File: src/rtl/hazard_ctrl.sv
// Pipeline hazard controller: load-use stalls, branch flushes and data-memory wait/timeout handling.
// Optional performance counter of front-end stall cycles is enabled with `define HAZARD_PERF_EN.
module hazard_ctrl #(
    parameter int REG_AW      = 4,
    parameter int MEM_TIMEOUT = 255
) (
    input  logic              clk,
    input  logic              rst,
    input  logic [REG_AW-1:0] rs1D,
    input  logic [REG_AW-1:0] rs2D,
    input  logic [REG_AW-1:0] rdE,
    input  logic              ld_E,
    input  logic              pc_src_E,
    input  logic              mem_req_M,
    input  logic              mem_ack,
    output logic              StallF,
    output logic              StallD,
    output logic              StallE,
    output logic              StallM,
    output logic              FlushD,
    output logic              FlushE,
    output logic              FlushW,
    output logic              mem_err,
    output logic [15:0]       stall_cycles
);

    typedef enum logic [1:0] {
        IDLE     = 2'd0,
        MEM_WAIT = 2'd1,
        MEM_ERR  = 2'd2
    } state_t;

    localparam logic [7:0] WCNT_LAST = 8'(MEM_TIMEOUT - 1);

    state_t     state;
    logic [7:0] wcnt;
    logic       lw_stall;
    logic       mem_stall;

    // Register x0 is hardwired to zero, so a load targeting it never creates a dependency.
    assign lw_stall  = ld_E && (rdE != '0) && ((rs1D == rdE) || (rs2D == rdE));
    assign mem_stall = mem_req_M && !mem_ack && (state != MEM_ERR);

    // Every non-stalling cycle returns to IDLE, which covers ack, dropped request and the error cycle.
    always_ff @(posedge clk or posedge rst) begin
        if (rst) begin
            state <= IDLE;
            wcnt  <= 8'd0;
        end else if (mem_stall) begin
            wcnt <= wcnt + 8'd1;
            if (wcnt == WCNT_LAST) begin
                state <= MEM_ERR;
            end else begin
                state <= MEM_WAIT;
            end
        end else begin
            wcnt  <= 8'd0;
            state <= IDLE;
        end
    end

    assign mem_err = (state == MEM_ERR);

    // A memory stall freezes the whole pipeline; branch and load-use responses wait until it releases.
    always_comb begin
        StallF = 1'b0;
        StallD = 1'b0;
        StallE = 1'b0;
        StallM = 1'b0;
        FlushD = 1'b0;
        FlushE = 1'b0;
        FlushW = 1'b0;
        if (!rst) begin
            if (mem_stall) begin
                StallF = 1'b1;
                StallD = 1'b1;
                StallE = 1'b1;
                StallM = 1'b1;
                FlushW = 1'b1;
            end else begin
                StallF = lw_stall && !pc_src_E;
                StallD = lw_stall && !pc_src_E;
                FlushE = lw_stall || pc_src_E;
                FlushD = pc_src_E;
                FlushW = (state == MEM_ERR);
            end
        end
    end

`ifdef HAZARD_PERF_EN
    logic [15:0] stall_cnt;

    always_ff @(posedge clk or posedge rst) begin
        if (rst) begin
            stall_cnt <= 16'd0;
        end else if (StallF && (stall_cnt != 16'hFFFF)) begin
            stall_cnt <= stall_cnt + 16'd1;
        end
    end

    assign stall_cycles = stall_cnt;
`else
    assign stall_cycles = 16'd0;
`endif

endmodule
File: config.mk
export PLATFORM = sky130hd
export DESIGN_NAME = hazard_ctrl
export DESIGN_NICKNAME = d
export VERILOG_FILES = /design/src/rtl/hazard_ctrl.sv
export SDC_FILE = /design/constraint.sdc
export NUM_CORES = 1
export LEC_CHECK = 0
export CAP_MARGIN = 20
export CORE_MARGIN = 1
export CORE_UTILIZATION = 40
export CTS_CLUSTER_DIAMETER = 60
export DETAILED_ROUTE_END_ITERATION = 8
export PLACE_DENSITY = 0.89
export SETUP_SLACK_MARGIN = 0.05
export SYNTH_ARGS = -nofsm -noshare
export SYNTH_HDL_FRONTEND = slang
export SYNTH_SLANG_ARGS = --single-unit
File: constraint.sdc
create_clock -name clk -period 2.84 [get_ports clk]
set_input_delay 0.568 -clock clk [delete_from_list [all_inputs] [get_ports clk]]
set_output_delay 0.568 -clock clk [all_outputs]
set_load 0.01 [all_outputs]
==> impl_metrics.json <==
{
  "outcome": "completed",
  "drt-total-wl_um": 1480,
  "drc": 0,
  "critPathMaxFanout": 2,
  "grt_util_met2": 0.332,
  "routed_via_density": 4.40,
  "layout_commonest_cell": "clkdlybuf4s50_1",
  "grt-ovfl-total": 0,
  "path_cells": "clkdlybuf4s50_1 > buf_4 > o41ai_1 > or3_1 > o22ai_1 > dlygate4sd2_1",
  "cts_buffers": 3,
  "fin_crit_ns": 2.66,
  "start_kind": "input pin",
  "cts_hold_buf": 0,
  "via_count": 603,
  "holdPathEnd": "wcnt[0]",
  "cpMaxStageDelayCell": "clkdlybuf4s50_1",
  "grt_pass1_vias": 586,
  "finClkSkew_ns": 0.00294,
  "die_area_um2": 1990,
  "die_h_um": 44.6,
  "synth_mux_area_frac": 0,
  "cts_tree": "built",
  "grt_max_degree": 11,
  "cp_data_required_time_ns": 2.27,
  "grt_use_total": 0.173,
  "coreArea_um2": 1710,
  "p_leak_nw": 0.460,
  "rsz0062_at_grt": "false",
  "netlist_instances": 82,
  "hold_start": "wcnt[0]",
  "post-dp-hpwl_um": 1260,
  "min_path_type": "reg2reg",
  "worst-setup-path-type": "in2out",
  "syn_area_um2": 726,
  "gp_congestion": 0.822,
  "synth_top_family_by_area": "buffers and inverters",
  "die_x_um": 44.6,
  "antenna_found_initial": 0,
  "ys_warn_count": 0,
  "max-cap-violations": 0,
  "worst-r2r-cell-count": 4,
  "root_buffer": "clkbuf_4",
  "drive_gt1_frac": 0.0893,
  "area_growth_pct": 36.2,
  "synth_fa_ha_area_frac": 0.0345,
  "cts_sinks": 10,
  "slew_violations": 0,
  "fin_crit_sh": 0.935,
  "min_path_cells": 1,
  "ys_types": 24,
  "fillers": 153,
  "busiest_layer": "met2",
  "cp.arrival_ns": 2.09,
  "ys_ff_latch": 10,
  "htreeDepth": 1,
  "clock_latency_ns": 0.27,
  "portBuffers": 25,
  "final_core_util": 0.579,
  "cp-end-kind": "output pin",
  "use_met1": 0.156,
  "setup_violations": 0,
  "routedWlPerCell_um": 10.8,
  "max_freq_mhz": 376,
  "initial_core_util": 0.425,
  "synthSimpleGateAreaFrac": 0.176,
  "final_cell_mix": "clkdlybuf4s50_1 (22), conb_1 (16), dfrtp_1 (10), nor2_1 (9), xor2_1 (7)",
  "synth-seq-area-share": 0.345,
  "drtIter0Drc": 15,
  "final_antenna_net_count": 0,
  "synthXorXnorAreaFrac": 0.157,
  "num_antenna_cells": 0,
  "total_power_w": 0.000321,
  "use_met3": 0.0408,
  "regToRegEndpoint": "wcnt[7]",
  "grt_pass1_wl_um": 2400,
  "post_cts.repair.setup_buffers": 0,
  "rows": 15,
  "timing.rr.start": "wcnt[2]",
  "clkSlewWorstSetupHoldPaths_ns": 0.06,
  "final-hold-violation-count": 0,
  "cts.path.max_buffers": 2,
  "p_per_area_nw_per_um2": 325,
  "nets": 134,
  "ff2ff_setup_slack_ns": 1.68,
  "syn_avg_cell_area_um2": 8.85,
  "cpPeakStageDelay_ns": 0.43,
  "synth_compound_area_frac": 0.0707,
  "pin_count": 42,
  "ir_drop_mv": 0.231,
  "cts-resized-gates": 3,
  "dr.pass1.iters": 4
}
-- Yosys cell counts --
cell type | count | area, um2
ha_1 | 2 | 25.0
nand2_1 | 4 | 15.0
nand2b_1 | 3 | 18.8
nor2b_1 | 1 | 6.26
xnor2_1 | 6 | 52.6
nor3_1 | 1 | 5.00
and4_1 | 1 | 8.76
nand3_1 | 3 | 15.0
inv_1 | 4 | 15.0
nor4_1 | 1 | 6.26
xor2_1 | 7 | 61.3
o22ai_1 | 1 | 6.26
o21ai_0 | 1 | 5.00
buf_4 | 18 | 135
or3_1 | 2 | 12.5
a41oi_1 | 1 | 8.76
conb_1 | 1 | 3.75
nor2_1 | 9 | 33.8
clkbuf_1 | 1 | 3.75
o31ai_2 | 1 | 12.5
nand4_1 | 1 | 6.26
dfrtp_1 | 10 | 250
o41ai_1 | 1 | 8.76
a21oi_1 | 2 | 10.0
-- layout make-up --
cell class                      instances  area, um2  area share
Tap cell                               25       31.3      0.0316
Timing Repair Buffer                   31        292       0.295
Multi-Input combinational cell         64        378       0.382
Sequential cell                        10        250       0.253
Clock buffer                            3       22.5      0.0228
Inverter                                4       15.0      0.0152
-- cells by family after synthesis --
kind of cell	after synthesis
AOI/OAI and AO/OA	7
xor gates and xnor gates	13
adders and majority gates	2
buffers and inverters	23
DFF	10
other	1
and+or+nand+nor	26
-- layer usage --
| metal | part of all wire | up-vias |
|---|---|---|
| li1 | - | 296 |
| met1 | 0.37 | 276 |
| met2 | 0.54 | 24 |
| met3 | 0.051 | 7 |
| met4 | 0.045 | 0 |
| met5 | 0 | - |
-- metrics by stage --
step           instance area, um2  std cells  TNS [ns]  hold slack [ns]  setup slack, ns
2_1_floorplan                 782         97         0            0.424            0.755
3_3_place_gp                  970        134    -0.135            0.470          -0.0577
3_5_place_dp                  970        134    -0.171            0.480          -0.0993
4_1_cts                       988        137         0            0.487            0.175
5_1_grt                       988        137         0            0.512           0.0532
6_report                      988        137         0            0.485            0.183
-- power by group --
group          internal [W]   total, W  switching (W)  leakage [nW]
Combinational     0.0000436  0.0000814      0.0000379         0.309
Clock             0.0000488  0.0000941      0.0000453        0.0138
Sequential         0.000145   0.000146     0.00000139         0.138
-- sequential cells by signal, summed over array words and instances (netlist names) --
name / count
wcnt: 8
state: 2
-- worst max-delay path: cells and delay by family --
| family | cells | cell delay (ns) |
|---|---|---|
| buffers and inverters | 3 | 0.89 |
| AOI/OAI and AO/OA | 2 | 0.47 |
| and+or+nand+nor | 1 | 0.16 |
-- worst max-delay path by stage --
stage | to | slack, ns | start | cells past startpoint
6_report | StallD | 0.18 | rdE[0] | 6
5_1_grt | FlushD | 0.05 | mem_ack | 6
4_1_cts | FlushD | 0.17 | mem_ack | 6
3_5_place_dp | FlushE | -0.1 | rdE[0] | 6
3_3_place_gp | FlushE | -0.06 | rdE[1] | 6
2_1_floorplan | StallF | 0.76 | rdE[1] | 5
(Power assumes the default switching activity.)
